==> config.mk <==
export PLATFORM = sky130hd
export DESIGN_NAME = peak_frame_ctrl_flat
export DESIGN_NICKNAME = d
export VERILOG_FILES = /design/src/rtl/peak_ctrl_pkg.sv /design/src/rtl/peak_frame_ctrl_if.sv /design/src/rtl/peak_centroid_div.sv /design/src/rtl/peak_frame_ctrl.sv /design/src/flat_wrapper.sv
export SDC_FILE = /design/constraint.sdc
export NUM_CORES = 1
export LEC_CHECK = 0
export CAP_MARGIN = 20
export CORE_ASPECT_RATIO = 0.7
export CORE_MARGIN = 1
export CORE_UTILIZATION = 50
export DETAILED_ROUTE_END_ITERATION = 8
export GPL_TIMING_DRIVEN = 0
export MAX_ROUTING_LAYER = met4
export PLACE_DENSITY = 0.72
export SLEW_MARGIN = 20
export SYNTH_ARGS = -nofsm -noshare
export SYNTH_HDL_FRONTEND = slang
export SYNTH_SLANG_ARGS = --single-unit
==> constraint.sdc <==
create_clock -name clk -period 2.4 [get_ports clk]
set_clock_uncertainty 0.15 [all_clocks]
set_input_delay 0.6 -clock clk [delete_from_list [all_inputs] [get_ports clk]]
set_output_delay 0.6 -clock clk [all_outputs]
set_load 0.05 [all_outputs]
==> src/rtl/peak_ctrl_pkg.sv <==
// Shared constants and state type for the centroid peak-detector frame sequencer.
package peak_ctrl_pkg;

   localparam int DEF_DATAWIDTH = 12;
   localparam int DEF_FRAC_BITS = 4;
   localparam int DEF_SUM_W     = 30;

   // Each sum arrives as three 10-bit words; the integer part of the index is 10 bits.
   localparam int WORD_W    = 10;
   localparam int INT_BITS  = 10;
   localparam int NUM_WORDS = 6;
   localparam int WCNT_W    = 3;

   // Serial slot order of the six peak_info words.
   localparam logic [WCNT_W-1:0] SLOT_M_LO  = 3'd0;
   localparam logic [WCNT_W-1:0] SLOT_M_MID = 3'd1;
   localparam logic [WCNT_W-1:0] SLOT_M_HI  = 3'd2;
   localparam logic [WCNT_W-1:0] SLOT_N_LO  = 3'd3;
   localparam logic [WCNT_W-1:0] SLOT_N_MID = 3'd4;
   localparam logic [WCNT_W-1:0] SLOT_N_HI  = 3'd5;

   typedef enum logic [2:0] {
      ST_IDLE,
      ST_ARM,
      ST_WAIT_HI,
      ST_WAIT_LO,
      ST_COLLECT,
      ST_DIVIDE,
      ST_DONE
   } state_t;

endpackage

==> src/rtl/peak_frame_ctrl_if.sv <==
// Detector-side and host-side signals of the frame sequencer, bundled as one bus.
interface peak_frame_ctrl_if
   import peak_ctrl_pkg::*;
#(
   parameter int DATAWIDTH = DEF_DATAWIDTH,
   parameter int FRAC_BITS = DEF_FRAC_BITS,
   parameter int SUM_W     = DEF_SUM_W
);
   logic                         frame_start;
   logic                         vald_data;
   logic                         pdet_en_cfg;
   logic [DATAWIDTH-1:0]         peak_info;
   logic                         peak_valid;
   logic                         start_act;
   logic                         pdet_en;
   logic                         busy;
   logic                         result_valid;
   logic [INT_BITS+FRAC_BITS-1:0] centroid;
   logic [SUM_W-1:0]             sum_n;
   logic                         no_peak;
   logic                         sat;
   logic                         seq_err;
   logic                         frame_drop;

   // Side that supplies frames and detector words and consumes the results.
   modport master (
      output frame_start, vald_data, pdet_en_cfg, peak_info, peak_valid,
      input  start_act, pdet_en, busy, result_valid, centroid, sum_n,
             no_peak, sat, seq_err, frame_drop
   );

   // The sequencer itself.
   modport slave (
      input  frame_start, vald_data, pdet_en_cfg, peak_info, peak_valid,
      output start_act, pdet_en, busy, result_valid, centroid, sum_n,
             no_peak, sat, seq_err, frame_drop
   );

endinterface

==> src/rtl/peak_centroid_div.sv <==
// Restoring divider: one quotient bit per cycle, MSB first, NUM_W cycles per division.
// quotient is the combinational result of the current step; it is the final
// quotient in the cycle where done is high.
module peak_centroid_div #(
   parameter int NUM_W = 34,
   parameter int DEN_W = 30
) (
   input  logic             clk,
   input  logic             reset_n,
   input  logic             start,
   input  logic [NUM_W-1:0] num,
   input  logic [DEN_W-1:0] den,
   output logic [NUM_W-1:0] quotient,
   output logic             done
);
   localparam int CNT_W = $clog2(NUM_W + 1);

   logic [NUM_W-1:0] q_reg;
   logic [DEN_W-1:0] rem_reg;
   logic [DEN_W-1:0] den_reg;
   logic [CNT_W-1:0] cnt_reg;
   logic [DEN_W:0]   trial;
   logic [DEN_W-1:0] rem_next;
   logic             q_bit;

   // One restoring step: shift in the next numerator bit, subtract if it fits.
   // The remainder stays below den, so the difference always fits in DEN_W bits.
   always_comb begin
      trial    = {rem_reg, q_reg[NUM_W-1]};
      q_bit    = (trial >= {1'b0, den_reg});
      rem_next = q_bit ? (trial[DEN_W-1:0] - den_reg) : trial[DEN_W-1:0];
      quotient = {q_reg[NUM_W-2:0], q_bit};
      done     = (cnt_reg == CNT_W'(1));
   end

   // Load operands on start, then iterate until the step counter runs out.
   always_ff @(posedge clk) begin
      if (!reset_n) begin
         q_reg   <= '0;
         rem_reg <= '0;
         den_reg <= '0;
         cnt_reg <= '0;
      end else if (start) begin
         q_reg   <= num;
         rem_reg <= '0;
         den_reg <= den;
         cnt_reg <= CNT_W'(NUM_W);
      end else if (cnt_reg != '0) begin
         q_reg   <= quotient;
         rem_reg <= rem_next;
         cnt_reg <= cnt_reg - CNT_W'(1);
      end
   end

endmodule

==> src/rtl/peak_frame_ctrl.sv <==
// Per-frame sequencer for the centroid peak detector: arms the detector, collects
// the six serialized sum words and divides sum_m by sum_n into a 10.F index.
module peak_frame_ctrl
   import peak_ctrl_pkg::*;
#(
   parameter int DATAWIDTH = DEF_DATAWIDTH,
   parameter int FRAC_BITS = DEF_FRAC_BITS,
   parameter int SUM_W     = DEF_SUM_W
) (
   input  logic clk,
   input  logic reset_n,
   peak_frame_ctrl_if.slave bus
);
   localparam int NUM_W  = SUM_W + FRAC_BITS;
   localparam int CENT_W = INT_BITS + FRAC_BITS;

   state_t                      state_reg, state_next;
   logic [WCNT_W-1:0]           wcnt_reg, wcnt_next;
   logic [NUM_WORDS*WORD_W-1:0] slots_flat;
   logic                        word_take;
   logic                        seq_err_next;
   logic                        div_start;
   logic                        div_done;
   logic [NUM_W-1:0]            div_quotient;
   logic                        quot_ovf;
   logic [WORD_W-1:0]           n_hi_word;
   logic [SUM_W-1:0]            sum_m_full;
   logic [SUM_W-1:0]            sum_n_full;

   logic                        pdet_en_reg;
   logic                        seq_err_reg;
   logic                        frame_drop_reg;
   logic                        no_peak_reg;
   logic                        sat_reg;
   logic [CENT_W-1:0]           centroid_reg;
   logic [SUM_W-1:0]            sum_n_reg;

   logic                        unused_pinfo_hi;
   assign unused_pinfo_hi = ^bus.peak_info[DATAWIDTH-1:WORD_W];

   assign word_take = (state_reg == ST_COLLECT) && bus.peak_valid && !bus.vald_data;

   genvar gi;
   generate
      for (gi = 0; gi < NUM_WORDS; gi++) begin : g_slot
         logic [WORD_W-1:0] word_reg;
         // Capture the word addressed by the running word counter.
         always_ff @(posedge clk) begin
            if (!reset_n)
               word_reg <= '0;
            else if (word_take && (wcnt_reg == WCNT_W'(gi)))
               word_reg <= bus.peak_info[WORD_W-1:0];
         end
         assign slots_flat[gi*WORD_W +: WORD_W] = word_reg;
      end
   endgenerate

   // While the last word is on the bus it has not been stored yet, so take it directly.
   assign n_hi_word  = (state_reg == ST_COLLECT) ? bus.peak_info[WORD_W-1:0]
                                                 : slots_flat[SLOT_N_HI*WORD_W +: WORD_W];
   assign sum_m_full = SUM_W'({slots_flat[SLOT_M_HI*WORD_W +: WORD_W],
                               slots_flat[SLOT_M_MID*WORD_W +: WORD_W],
                               slots_flat[SLOT_M_LO*WORD_W +: WORD_W]});
   assign sum_n_full = SUM_W'({n_hi_word,
                               slots_flat[SLOT_N_MID*WORD_W +: WORD_W],
                               slots_flat[SLOT_N_LO*WORD_W +: WORD_W]});

   peak_centroid_div #(
      .NUM_W (NUM_W),
      .DEN_W (SUM_W)
   ) u_div (
      .clk      (clk),
      .reset_n  (reset_n),
      .start    (div_start),
      .num      ({sum_m_full, {FRAC_BITS{1'b0}}}),
      .den      (sum_n_full),
      .quotient (div_quotient),
      .done     (div_done)
   );

   assign quot_ovf = |div_quotient[NUM_W-1:CENT_W];

   // Frame sequencing: next state, word counter, divider start and protocol errors.
   always_comb begin
      state_next   = state_reg;
      wcnt_next    = wcnt_reg;
      seq_err_next = 1'b0;
      div_start    = 1'b0;
      case (state_reg)
         ST_IDLE: begin
            if (bus.frame_start && bus.pdet_en_cfg)
               state_next = ST_ARM;
         end
         ST_ARM: begin
            if (bus.vald_data) begin
               seq_err_next = 1'b1;
               state_next   = ST_IDLE;
            end else begin
               state_next = ST_WAIT_HI;
            end
         end
         ST_WAIT_HI: begin
            if (bus.vald_data)
               state_next = ST_WAIT_LO;
         end
         ST_WAIT_LO: begin
            if (!bus.vald_data) begin
               state_next = ST_COLLECT;
               wcnt_next  = '0;
            end
         end
         ST_COLLECT: begin
            if (bus.vald_data) begin
               seq_err_next = 1'b1;
               state_next   = ST_IDLE;
            end else if (bus.peak_valid) begin
               wcnt_next = wcnt_reg + WCNT_W'(1);
               if (wcnt_reg == WCNT_W'(NUM_WORDS - 1)) begin
                  if (sum_n_full == '0) begin
                     state_next = ST_DONE;
                  end else begin
                     state_next = ST_DIVIDE;
                     div_start  = 1'b1;
                  end
               end
            end else if (wcnt_reg != '0) begin
               // Word burst broke off before all six words arrived.
               seq_err_next = 1'b1;
               state_next   = ST_IDLE;
            end
         end
         ST_DIVIDE: begin
            if (div_done)
               state_next = ST_DONE;
         end
         ST_DONE: begin
            state_next = ST_IDLE;
         end
         default: begin
            state_next = ST_IDLE;
         end
      endcase
   end

   // State, word counter, detector enable and one-cycle status pulses.
   always_ff @(posedge clk) begin
      if (!reset_n) begin
         state_reg      <= ST_IDLE;
         wcnt_reg       <= '0;
         pdet_en_reg    <= 1'b0;
         seq_err_reg    <= 1'b0;
         frame_drop_reg <= 1'b0;
      end else begin
         state_reg      <= state_next;
         wcnt_reg       <= wcnt_next;
         pdet_en_reg    <= (state_next != ST_IDLE);
         seq_err_reg    <= seq_err_next;
         frame_drop_reg <= bus.frame_start && (state_reg != ST_IDLE);
      end
   end

   // Result registers, loaded on entry to DONE and held until the next one.
   always_ff @(posedge clk) begin
      if (!reset_n) begin
         centroid_reg <= '0;
         sum_n_reg    <= '0;
         no_peak_reg  <= 1'b0;
         sat_reg      <= 1'b0;
      end else if ((state_reg == ST_COLLECT) && (state_next == ST_DONE)) begin
         centroid_reg <= '0;
         sum_n_reg    <= sum_n_full;
         no_peak_reg  <= 1'b1;
         sat_reg      <= 1'b0;
      end else if ((state_reg == ST_DIVIDE) && div_done) begin
         centroid_reg <= quot_ovf ? '1 : div_quotient[CENT_W-1:0];
         sum_n_reg    <= sum_n_full;
         no_peak_reg  <= 1'b0;
         sat_reg      <= quot_ovf;
      end
   end

   assign bus.start_act    = (state_reg == ST_ARM);
   assign bus.busy         = (state_reg != ST_IDLE);
   assign bus.result_valid = (state_reg == ST_DONE);
   assign bus.pdet_en      = pdet_en_reg;
   assign bus.seq_err      = seq_err_reg;
   assign bus.frame_drop   = frame_drop_reg;
   assign bus.centroid     = centroid_reg;
   assign bus.sum_n        = sum_n_reg;
   assign bus.no_peak      = no_peak_reg;
   assign bus.sat          = sat_reg;

endmodule
==> src/flat_wrapper.sv <==
// flat-port wrapper written by rule: the top's interface ports become plain ports
module peak_frame_ctrl_flat import peak_ctrl_pkg::*;
#(
   parameter int DATAWIDTH = DEF_DATAWIDTH,
   parameter int FRAC_BITS = DEF_FRAC_BITS,
   parameter int SUM_W     = DEF_SUM_W
)
  (clk, reset_n, bus_frame_start, bus_vald_data, bus_pdet_en_cfg, bus_peak_info, bus_peak_valid, bus_start_act, bus_pdet_en, bus_busy, bus_result_valid, bus_centroid, bus_sum_n, bus_no_peak, bus_sat, bus_seq_err, bus_frame_drop);
  peak_frame_ctrl_if #(.DATAWIDTH(DATAWIDTH), .FRAC_BITS(FRAC_BITS), .SUM_W(SUM_W)) bus_i ();
  input  logic clk;
  input  logic reset_n;
  input wire logic [$bits(bus_i.frame_start)-1:0] bus_frame_start;
  input wire logic [$bits(bus_i.vald_data)-1:0] bus_vald_data;
  input wire logic [$bits(bus_i.pdet_en_cfg)-1:0] bus_pdet_en_cfg;
  input wire logic [$bits(bus_i.peak_info)-1:0] bus_peak_info;
  input wire logic [$bits(bus_i.peak_valid)-1:0] bus_peak_valid;
  output wire logic [$bits(bus_i.start_act)-1:0] bus_start_act;
  output wire logic [$bits(bus_i.pdet_en)-1:0] bus_pdet_en;
  output wire logic [$bits(bus_i.busy)-1:0] bus_busy;
  output wire logic [$bits(bus_i.result_valid)-1:0] bus_result_valid;
  output wire logic [$bits(bus_i.centroid)-1:0] bus_centroid;
  output wire logic [$bits(bus_i.sum_n)-1:0] bus_sum_n;
  output wire logic [$bits(bus_i.no_peak)-1:0] bus_no_peak;
  output wire logic [$bits(bus_i.sat)-1:0] bus_sat;
  output wire logic [$bits(bus_i.seq_err)-1:0] bus_seq_err;
  output wire logic [$bits(bus_i.frame_drop)-1:0] bus_frame_drop;
  assign bus_i.frame_start = bus_frame_start;
  assign bus_i.vald_data = bus_vald_data;
  assign bus_i.pdet_en_cfg = bus_pdet_en_cfg;
  assign bus_i.peak_info = bus_peak_info;
  assign bus_i.peak_valid = bus_peak_valid;
  assign bus_start_act = bus_i.start_act;
  assign bus_pdet_en = bus_i.pdet_en;
  assign bus_busy = bus_i.busy;
  assign bus_result_valid = bus_i.result_valid;
  assign bus_centroid = bus_i.centroid;
  assign bus_sum_n = bus_i.sum_n;
  assign bus_no_peak = bus_i.no_peak;
  assign bus_sat = bus_i.sat;
  assign bus_seq_err = bus_i.seq_err;
  assign bus_frame_drop = bus_i.frame_drop;
  peak_frame_ctrl #(.DATAWIDTH(DATAWIDTH), .FRAC_BITS(FRAC_BITS), .SUM_W(SUM_W)) u_core (.clk(clk), .reset_n(reset_n), .bus(bus_i));
endmodule
# Yosys cells after proc, flatten, opt, wreduce, memory -nomap -nowiden
# Index checks and enable logic that the tools add are counted.
[word_totals]
ff_bits = 215
inputBits = 18
output_inout_bits = 52
wordCells = 105
[op_classes]
add_sub_neg = 3
n_lt_le_gt_ge = 1
n_eq_ne = 16
n_mux = 36
n_bitwise = 1
reduce_logical = 27
[ops]
columns = ["cell", "n"]
rows = [
  ["2-to-1 mux 30 bit", 3],
  ["2-to-1 mux 34 bit", 2],
  ["2-to-1 mux 3 bit", 11],
  ["greater-or-equal comparator 31 x 30 -> 1 bit", 1],
  ["zero test 30 bit", 1],
  ["subtractor 30 bit", 1],
  ["OR reduction 20 bit", 1],
  ["equality test 3 bit, second input constant", 6],
  ["one-hot mux 3 bit (6 select lines)", 1],
  ["2-to-1 mux 14 bit", 1],
  ["equality test 3 x 2 -> 1 bit, second input constant", 4],
  ["logical AND 1 bit", 12],
  ["2-to-1 mux 6 bit", 2],
  ["2-to-1 mux 1 bit", 11],
  ["2-to-1 mux 10 bit", 1],
  ["nonzero test 3 bit", 3],
  ["equality test 3 x 1 -> 1 bit, second input constant", 2],
  ["equality test 6 x 1 -> 1 bit, second input constant", 1],
  ["zero test 3 bit", 2],
  ["!= test 2 bit, second input constant", 3],
  ["one-hot mux 3 bit (2 select lines)", 1],
  ["nonzero test 2 bit", 3],
  ["nonzero test 6 bit", 1],
  ["subtractor 6 x 1 -> 6 bit, second input constant", 1],
  ["other kinds (7)", 9],
]

# Logic depth before layout (Yosys ltp)
# Gate-level depths: netlist (run 1).
[logic_depth]
word_depth = 11
depth_mapped = 14
depth_no_buf = 12

# Cells and area by module
# Synthesis (run 1) repeated with hierarchy kept, for this count alone.
[hier_totals]
cells_unflattened = 1319
hier_area_um2 = 11135.7
[modules_own_cells]
columns = ["mod", "instances", "cells_per_inst", "area_each_um2"]
rows = [
  ["peak_centroid_div", 1, 797, 6238.5],
  ["peak_frame_ctrl", 1, 522, 4897.2],
]

# Least setup slack after synthesis (run 1)
# No wires, ideal clock.
[synth_timing]
kind = "flip-flop to flip-flop"
start = "register u_core.u_div.den_reg[2]"
end = "register u_core.u_div.rem_reg[22]"
arrival_time_ns = 2.319
t_required_ns = 2.130
setup_slack_ns = -0.189
path_stages_with_launch = 13
n_path_buf = 1
path_cell_list = "dfxtp_1 > inv_1 > ha_1 > a21oi_1 > a21oi_2 > o311ai_2 > a211oi_2 > o21ai_1 > a31oi_1 > buf_4 > o211a_1 > a32oi_1 > a21oi_1"
[synth_between]
elab_chain_cells = 2
elab_cells_between_ends = 3
classes_between = "add/sub (1); order compare (1); mux (1)"
[synth_lines]
columns = ["element", "line_no", "text"]
rows = [
  ["from (decl)", "peak_centroid_div.sv:20", "logic [DEN_W-1:0] den_reg;"],
  ["from (signal assigned)", "peak_centroid_div.sv:46", "den_reg <= den;"],
  ["subtractor 30 bit / greater-or-equal comparator 31 x 30 -> 1 bit (equally long branches)", "peak_centroid_div.sv:31, peak_centroid_div.sv:30", ""],
  ["2-to-1 mux 30 bit *", "peak_centroid_div.sv:31", "rem_next = q_bit ? (trial[DEN_W-1:0] - den_reg) : trial[DEN_W-1:0];"],
  ["to (signal assigned)", "peak_centroid_div.sv:50", "rem_reg <= rem_next;"],
  ["to (decl)", "peak_centroid_div.sv:19", "logic [DEN_W-1:0] rem_reg;"],
]
# Mark *: on every way between the ends. The rest lies on a longest branch, timed or not.
# A chain may end at the register's enable or synchronous reset.

# Final worst setup path (run 1)
[layout_timing]
start = "register u_core.u_div.den_reg[18]"
end = "register u_core.u_div.rem_reg[17]"
[layout_between]
elab_chain_cells = 2
[layout_lines]
columns = ["element", "line_no", "text"]
rows = [
  ["greater-or-equal comparator 31 x 30 -> 1 bit", "peak_centroid_div.sv:30", "q_bit = (trial >= {1'b0, den_reg});"],
  ["2-to-1 mux 30 bit", "peak_centroid_div.sv:31", ""],
]
# Every way passes these cells.

==> results.md, run 1 <==
- Status: finished, violations left
- Failing checks: setup timing
- Share of layout cells above drive strength 1: 22.9%
- Die H: 121 um
- Number of global-route vias before repair: 9,064
- Setup TNS: -12,040 ps
- RePlAce Congestion: ~0.95
- CTS Sinks: 215
- Final period utilization: 119%
- Clk_lat worst skew: roughly 520 ps
- Fin. max-slew vios: 0
- Min-delay src: bus_peak_info[5]
- Final Hold Viols: 0
- Main flop type after synthesis: dfxtp_1
- Register bit count reported by yosys: 215
- Gr ovfl total: 0
- Total GRT Usage: 31.9%
- Initial antenna violation count: 0
- Remaining DRCs: 0
- Post-DP HPWL: 21,700 um
- Max-cap violations: 0
- Library cells used by synthesis: 63
- Post-Syn Area: 0.0102 mm^2
- Max Buffers Root-to-Sink: 3
- Routed Antenna Nets: 0
- R2r setup slk: -450 ps
- Port Buf Inserts: 57
- FILL cells: 1,618
- Total routed wirelength: 33,100 um
- P_leak: 5.35 nW
- Metal3 WL: 2790 um
- H-tree depth: 1
- Cells after DPL: 1,601
- Std cell rows: 43
- Final worst-path setup slack: -445 ps
- Core Area: 0.0199 mm^2
- Post-Route M1 WL: 15,700 um
- Dpl cell area: 0.0113 mm^2
- Vias: between 9,000 and 10,000
- Worst reg2reg path startpoint: u_core.u_div.den_reg[18]
- Max rail drop VDD: about 920 uV
- DR iter-0 viols: 1,187
- Final setup vio count: 33
- Routed wl met2: approximately 14,000 um
- Post-synth EDFFs: 0
- CTS tree: built
- Number of antenna diodes: 0
- Mapped Avg Cell Area: 7.97 um^2
- IO Count: 70
- Max FFs per register: 60
- Pre-CTS WS: -831 ps
- Hold Path Class: input pin to flop
- Critical path type: flop to flop
- Die W: 172 um
- Starting density of the core: 51.2%
- Yosys warning total: 0
- Post-synthesis sequential area ratio: 42.4%
- Startpoint Class: flop
- Root buf cell: clkbuf_16
- Avg WL per Cell: 19.4 um
- Worst Max-Slew Pin Slew: 816 ps
- Crit path max-delay cell type: nor4_4
- Inserted Clock Buffers: 22
- Rel. slew slack: 45.6%
- Worst EP arrival: around 3100 ps
- Register Area: 0.00434 mm^2
- Area occupied by multi-input gates: 0.00610 mm^2
- Fmax: around 350 MHz
- Highest Signal Layer: met4
- Worst path required time: 2620 ps
- Critical Path Max Stage Delay: 360 ps
- Endpoint class of the critical path: flop
- CP Max Fanout: 6
- CP startpoint: u_core.u_div.den_reg[18]
- Final Util: 67.6%
- Post-Syn Instances: 1,274
- First-pass GRT wire length: 50,100 um
- Finished Layout Cells: 1,712
- Die Area: 0.0209 mm^2
- Worst-path clk slew: 70 ps
- Syn_nets: 1,330
- RSZ-0062 raised after global routing: yes
- # nets final: 1,485
- Drt pass-1 iters: 5
- Post-synth ARST share: 0%
- Layout Area Growth over Synthesis: 32.1%
- Pwr per Cell Area: 1190 mW/mm^2
- Largest net degree at the start of global routing: 15
- Cell mode on critical path: buf_6
- Critical path, cell by cell: inv_4, ha_4, buf_6, buf_6, nand3_4, nor4_4, a311oi_2, buf_4, a31oi_4, buf_8, buf_6, mux2i_1, a211oi_1
- Via density: around 5.8
- Fin crit period: between 2000 and 3000 ps
- Post-layout instance area: between 0.01 and 0.015 mm^2
[cells by family after synthesis]
group / Yosys count / synth area share (%)
AOI/OAI and AO/OA: 306 / 18.8
xor gates and xnor gates: 26 / 2.24
adders and majority gates: 38 / 4.75
buffers and inverters: 139 / 5.83
DFF: 215 / 42.4
muxes: 56 / 5.54
and+or+nand+nor: 494 / 20.5
[metal layers]
metal | up-vias | GRT usage, %
met2 | 477 | 44.9
met5 | - | -
met4 | 0 | 8.35
met3 | 58 | 4.66
li1 | 4701 | -
met1 | 4732 | 47.3
[power by group]
group | switching (mW) | leakage, nW | internal [mW]
registers | 0.301 | 1.75 | 3.85
logic | 4.71 | 3.26 | 3.73
clock network | 1.49 | 0.335 | 1.90
total | 6.50 | 5.35 | 9.48
[synth_stat cells (all sizes together), types with 2 or more instances]
| library cell | number | area share [%] |
|---|---|---|
| nand4 | 5 | 0.31 |
| nor2b | 3 | 0.18 |
| nand2b | 7 | 0.43 |
| nor2 | 154 | 5.7 |
| mux2i | 54 | 5.3 |
| buf | 30 | 1.8 |
| nand3b | 3 | 0.22 |
| mux2 | 2 | 0.22 |
| o21ai | 45 | 2.2 |
| xnor2 | 12 | 1.0 |
| nor4 | 18 | 1.1 |
| a21oi | 139 | 7.0 |
| o21a | 4 | 0.30 |
| o311ai | 2 | 0.25 |
| a31o | 2 | 0.17 |
| nand2 | 240 | 8.9 |
| a21o | 16 | 1.2 |
| inv | 50 | 1.8 |
| ha | 37 | 4.6 |
| o211ai | 10 | 0.74 |
| and2 | 4 | 0.25 |
| xor2 | 14 | 1.2 |
| a211oi | 21 | 1.7 |
| clkbuf | 59 | 2.2 |
| or2 | 2 | 0.12 |
| a41oi | 2 | 0.17 |
| o21bai | 2 | 0.15 |
| o22ai | 14 | 0.86 |
| nor3 | 13 | 0.69 |
| a31oi | 8 | 0.49 |
| and3 | 8 | 0.49 |
| or3 | 5 | 0.31 |
| a311oi | 31 | 2.7 |
| dfxtp | 215 | 42 |
| nand3 | 29 | 1.4 |
[cell type report]
cell class / count / share of cell area [%]
buffer: 87 / 4.42
clock buffer: 29 / 4.52
clock inverter: 8 / 0.662
inverter: 50 / 1.45
multi-input combinational: 920 / 45.4
sequential: 215 / 32.3
tap: 270 / 2.52
timing repair buffer: 133 / 8.64
[placed cells by master, fill, tap and decap left out, types with 20 or more instances in the layout]
| cell | instances |
|---|---|
| clkbuf_1 | 35 |
| mux2i_1 | 54 |
| clkbuf_2 | 21 |
| inv_1 | 34 |
| a21oi_1 | 121 |
| dlygate4sd2_1 | 46 |
| buf_6 | 23 |
| nand3_1 | 22 |
| ha_4 | 20 |
| clkbuf_16 | 22 |
| nor2_1 | 142 |
| a311oi_1 | 26 |
| dfxtp_1 | 189 |
| dfxtp_2 | 24 |
| buf_4 | 67 |
| nand2_1 | 229 |
[timing repair]
action / CTS / global route
pin swaps: 35 / 49
resized for setup: 198 / 130
gates cloned: 3 / 2
endpoints found under the hold margin: 0 / 0
buffers inserted: 47 / 25
hold buffers: 0 / 0
setup endpoints to repair: 206 / 157
[critical path, delay by kind of cell (launching register included)]
kind	cells	cell delay, ps
compound gates	3	560
flops	1	350
fa+ha+maj	1	260
buf+inv	6	740
simple gates	2	450
mux	1	180
[stage by stage]
step	total power [mW]	hold WS, ps
2_1_floorplan	8.53	285
3_3_place_gp	9.86	293
3_5_place_dp	9.92	297
4_1_cts	14.7	233
5_1_grt	16.7	242
6_report	16.0	244
[worst paths after layout]
path / cells past startpoint / endpoint
worst max-delay path: 13 / u_core.u_div.rem_reg[17]
worst min-delay path: 3 / u_core.g_slot[5].word_reg[5]
worst max register to register: 13 / u_core.u_div.rem_reg[17]
worst min register to register: 2 / u_core.u_div.den_reg[7]
(Power assumes the default switching activity.)
==> run 2, diff against run 1 <==
--- a/config.mk
+++ b/config.mk
@@ -7,7 +7,7 @@
 export LEC_CHECK = 0
 export CAP_MARGIN = 20
 export CORE_ASPECT_RATIO = 0.7
-export CORE_MARGIN = 1
+export CORE_MARGIN = 1.5
 export CORE_UTILIZATION = 50
 export DETAILED_ROUTE_END_ITERATION = 8
 export GPL_TIMING_DRIVEN = 0
==> results.md, run 2 (synthesis gave the netlist of run 1 again) <==
- Largest net degree at the start of global routing: 16
- Max FFs per register: 60
- Most common cell after layout, fill and taps aside: nand2_1
- Fmax: 353 MHz
- Layout Area Growth over Synthesis: 35.3%
- Port Buf Inserts: 57
- Die Area: 0.0212 mm^2
- RePlAce Congestion: 0.971
- Crit path max-delay cell type: dfxtp_2
- Fin Hold WS: 230 ps
- Via density: 5.91
- FF-to-FF End: u_core.u_div.rem_reg[22]
- Most frequent cells in the layout: nand2_1 (223), dfxtp_1 (188), nor2_1 (136)
- Max-cap violations: 0
- Avg WL per Cell: 19.7 um
- Std cell rows: 43
- CP Max Fanout: 8
- Total routed wirelength: 33,900 um
- Worst reg2reg path startpoint: u_core.u_div.den_reg[22]
- Fin. max-slew vios: 0
- Status: finished, violations left
- Die H: roughly 120 um
- Number of global-route vias before repair: 9,151
- # nets final: 1,493
- Post-DP HPWL: about 22,000 um
- RSZ-0062 raised after global routing: yes
- Remaining DRCs: 0
- Final setup vio count: 43
- Rel. slew slack: about half
- CTS Sinks: roughly 220
- Vias: 10,200
- Clk_lat worst skew: 540 ps
- Max Buffers Root-to-Sink: 3
- Critical Path Max Stage Delay: ~320 ps
- Pwr per Cell Area: 1220 mW/mm^2
- Startpoint Class: flop
- Top Family by Delay on Critical Path: compound AO/OA/AOI/OAI gates
- Starting density of the core: between 50% and 60%
- CTS Hold Buffers Added: 0
- Worst-path clk slew: 70 ps
- Total GRT Usage: 30.9%
- R2r setup slk: -430 ps
- Final worst-path setup slack: -431 ps
- Die W: 173 um
- Final Util: 69.2%
- H-tree depth: 1
- Gr ovfl total: 0
- Min-delay src: bus_peak_info[8]
- Hold Path Class: input pin to flop
- Worst EP arrival: 3090 ps
- Endpoint class of the critical path: flop
- Inserted Clock Buffers: 22
- Min-Delay Path Depth: 3
- Hold path endpoint: u_core.g_slot[4].word_reg[8]
- Drt pass-1 iters: 5
- Worst R2R Path Depth: 14
- Setup TNS: -11,490 ps
- Worst Max-Slew Pin Slew: 780 ps
- Worst path required time: 2660 ps
- Fin crit period: 2830 ps
- Share of layout cells above drive strength 1: 25.2%
- Initial antenna violation count: 0
- CP bufs+invs: 4
- Core Area: 0.0199 mm^2
- Max rail drop VDD: between 700 and 800 uV
- Final Hold Viols: 0
- Routed Antenna Nets: 0
- Critical path, cell by cell: inv_1, ha_4, buf_6, a21oi_4, o21ai_2, o211ai_1, a211oi_2, o21ai_2, a31oi_4, buf_8, buf_6, o211a_1, a32oi_1, a21oi_1
- Failing checks: setup timing
- IO Count: 70
- First-pass GRT wire length: about 50,000 um
- Critical path type: flop to flop
- DR iter-0 viols: 1,279
- Number of antenna diodes: 0
- P_leak: 5.43 nW
- Root buf cell: clkbuf_16
- CTS tree: built
- Final period utilization: 118%
## run 2: through the flow
stage	setup WS (ps)	area [um^2]	total power, mW	std cells
6_report	-431	13700	16.7	1721
5_1_grt	-493	13700	17.3	1721
4_1_cts	-322	12900	15.1	1692
3_5_place_dp	-883	11300	9.93	1601
3_3_place_gp	-879	11300	9.87	1601
2_1_floorplan	-97.1	10400	8.53	1274
## run 2: repair_timing
action	4_1_cts	5_1_grt
setup buffers	50	35
resized for setup	207	153
endpoints found under the setup margin	205	171
gates cloned	3	1
pin swaps	40	52
## run 2: report_power, final
group | internal [mW] | switching [mW] | leakage [nW] | total (mW)
sequential | 3.85 | 0.319 | 1.75 | 4.17
clock | 1.92 | 1.53 | 0.345 | 3.44
combinational | 4.10 | 5.01 | 3.33 | 9.12
total | 9.87 | 6.86 | 5.43 | 16.7
## run 2: worst max path at each step
| stage | startpoint | endpoint | slack (ps) | depth (start not counted) |
|---|---|---|---|---|
| 3_3_place_gp | bus_peak_info[6] | u_core.u_div.rem_reg[0] | -880 | 10 |
| 4_1_cts | u_core.u_div.den_reg[16] | u_core.u_div.rem_reg[22] | -320 | 14 |
| 5_1_grt | u_core.u_div.den_reg[2] | u_core.u_div.rem_reg[7] | -490 | 13 |
| 2_1_floorplan | bus_peak_info[8] | u_core.bus.pdet_en | -100 | 11 |
| 6_report | u_core.u_div.den_reg[22] | u_core.u_div.rem_reg[22] | -430 | 14 |
| 3_5_place_dp | bus_peak_info[6] | u_core.u_div.rem_reg[0] | -880 | 10 |
## run 2: cell type report
| type | count | area (um^2) |
|---|---|---|
| clock buffer | 30 | 611 |
| buffer | 85 | 591 |
| timing repair buffer | 143 | 1310 |
| tap | 270 | 338 |
| clock inverter | 8 | 104 |
| sequential | 215 | 4350 |
| fill | 1537 | 6110 |
| multi-input combinational | 920 | 6250 |
| inverter | 50 | 195 |
## run 2: per-layer routing
metal / vias to the layer above / track usage, % / wire, um
met4: 0 / 8.59 / 1010
met2: 555 / 44.2 / 13900
met1: 4769 / 44.9 / 15800
met5: - / - / 0
li1: 4736 / - / -
met3: 103 / 4.77 / 3190
## run 2: worst min-delay path, stage by stage
cell	delay (ps)
clkbuf_8	150
nand2_1	70
a21oi_1	50
==> run 3, diff against run 2 <==
--- a/config.mk
+++ b/config.mk
@@ -6,13 +6,14 @@
 export NUM_CORES = 1
 export LEC_CHECK = 0
 export CAP_MARGIN = 20
-export CORE_ASPECT_RATIO = 0.7
+export CORE_ASPECT_RATIO = 1.5
 export CORE_MARGIN = 1.5
-export CORE_UTILIZATION = 50
+export CORE_UTILIZATION = 53
+export CTS_CLUSTER_DIAMETER = 200
 export DETAILED_ROUTE_END_ITERATION = 8
 export GPL_TIMING_DRIVEN = 0
 export MAX_ROUTING_LAYER = met4
-export PLACE_DENSITY = 0.72
+export PLACE_DENSITY = 0.76
 export SLEW_MARGIN = 20
 export SYNTH_ARGS = -nofsm -noshare
 export SYNTH_HDL_FRONTEND = slang
==> results.md, run 3 (synthesis gave the netlist of run 1 again) <==
- Root buf cell: clkbuf_16
- Critical Path Max Stage Delay: 370 ps
- Worst-path clk slew: 70 ps
- Hold Path Class: input pin to flop
- Endpoint class of the critical path: flop
- FILL cells: 1,285
- Status: finished, violations left
- Fin. max-slew vios: 0
- Rel. slew slack: 51.7%
- Most common cell after layout, fill and taps aside: nand2_1
- Most frequent cells in the layout: nand2_1 (219), dfxtp_1 (189), nor2_1 (144)
- Gr ovfl total: 0
- Die Area: approximately 0.02 mm^2
- RSZ-0062 raised after global routing: yes
- Top Family by Delay on Critical Path: compound AO/OA/AOI/OAI gates
- Max Buffers Root-to-Sink: 3
- Final Util: 74.5%
- Final Hold Viols: 0
- Routed Antenna Nets: 0
- Vias: ~10,000
- Total GRT Usage: approximately 33%
- First-pass GRT wire length: 50,700 um
- Core Area: 0.0187 mm^2
- Worst path required time: 2600 ps
- Pwr Total: 17.5 mW
- Number of global-route vias before repair: 9,784
- Initial antenna violation count: 0
- Worst R2R Path Depth: 11
- Pre-CTS WS: -810 ps
- Avg WL per Cell: 21.0 um
- # nets final: 1,492
- Fin crit period: 3010 ps
- CTS tree: built
- Critical path, cell by cell: ha_1, nand3b_1, a21oi_2, o311ai_4, a211oi_4, o21ai_2, a31oi_4, buf_12, buf_6, mux2i_1, a211oi_1
- RePlAce Congestion: 0.929
- Finished Layout Cells: 1,700
- Cells after DPL: 1,583
- Remaining DRCs: 0
- Pwr per Cell Area: 1260 mW/mm^2
- Area occupied by multi-input gates: 0.00640 mm^2
- Via density: 6.15
- Die H: around 170 um
- Starting density of the core: about 54%
- Std cell rows: 61
- Max FFs per register: 60
- Largest net degree at the start of global routing: 15
- Final period utilization: 126%
- CP bufs+invs: 2
- Max rail drop VDD: 697 uV
- Max-cap violations: 0
- Register Area: 0.00434 mm^2
- CP Max Fanout: 7
- Die W: about 120 um
- H-tree depth: 1
- Drt pass-1 iters: 6
- Total routed wirelength: 35,700 um
- Worst EP arrival: 3210 ps
- Final setup vio count: 33
- Clk_lat worst skew: 510 ps
- Setup TNS: -15,520 ps
- Final worst-path setup slack: -614 ps
- Failing checks: setup timing
- Critical path type: flop to flop
- Post-DP HPWL: 21,700 um
- Crit path max-delay cell type: dfxtp_1
- Inserted Clock Buffers: 21
- Worst Max-Slew Pin Slew: roughly 720 ps
- Layout Area Growth over Synthesis: 37.2%
- Number of antenna diodes: 0
- P_leak: between 5 and 6 nW
- Min-Delay Path Depth: 3
- Fmax: 332 MHz
- Port Buf Inserts: 57
- CTS Sinks: 215
- IO Count: 70
- Worst path depth: 11
- Share of layout cells above drive strength 1: 26.3%
- Startpoint Class: flop
- DR iter-0 viols: 1,018
## run 3: cell count changes in the layout (fill, tap and decap cells not counted), moves of 5 or more
cell and delta:
a311oi_1 -14, a311oi_2 +13, clkbuf_1 -8, clkbuf_2 +7, clkdlybuf4s50_1 +8, dlygate4sd2_1 -34
dlymetal6s2s_1 +26, nor2_1 +8, nor2_2 -5
## run 3: final timing paths
kind                                      from                           end  slack, ps
setup / recovery       u_core.u_div.rem_reg[0]      u_core.u_div.rem_reg[12]       -610
hold / removal                bus_peak_info[8]  u_core.g_slot[4].word_reg[8]        260
setup reg to reg       u_core.u_div.rem_reg[0]      u_core.u_div.rem_reg[12]       -610
hold reg to reg   u_core.g_slot[2].word_reg[7]  u_core.g_slot[2].word_reg[7]        310
## run 3: layer usage
layer / up-vias / track usage [%] / share of wire, %
li1: 4732 / - / -
met1: 4920 / 37.2 / 37
met2: 595 / 56.3 / 49
met3: 212 / 3.86 / 7.1
met4: 0 / 16.8 / 7.1
met5: - / - / 0
## run 3: final cells by class
cell class	instances	area share (%)
Clock inverter	7	0.503
Inverter	50	1.35
Sequential cell	215	31.2
Tap cell	252	2.26
Timing Repair Buffer	141	10.2
Multi-Input combinational cell	920	45.9
Buffer	87	4.37
Clock buffer	28	4.25
## run 3: worst register-to-register path: cells and delay by family, from the launching register on
family	cells	cell delay, ps
DFF	1	370
AOI/OAI and AO/OA	6	1310
adders and majority gates	1	340
muxes	1	240
buffers and inverters	2	310
and+or+nand+nor	1	140
## run 3: per-stage QoR
step | area [um^2] | hold slack [ps]
2_1_floorplan | 10400 | 285
3_3_place_gp | 11300 | 293
3_5_place_dp | 11300 | 298
4_1_cts | 13000 | 251
5_1_grt | 13900 | 266
6_report | 13900 | 256
## run 3: power by group
part	switching, mW	internal, mW
clock	1.40	1.84
sequential	0.326	3.85
combinational	5.68	4.43
## run 3: timing repair
item | in CTS | in global routing
hold buffers | 0 | 0
buffers inserted | 43 | 37
gates resized for setup | 191 | 193
cloned | 5 | 0
setup endpoints to repair | 171 | 182
pin swaps | 44 | 66
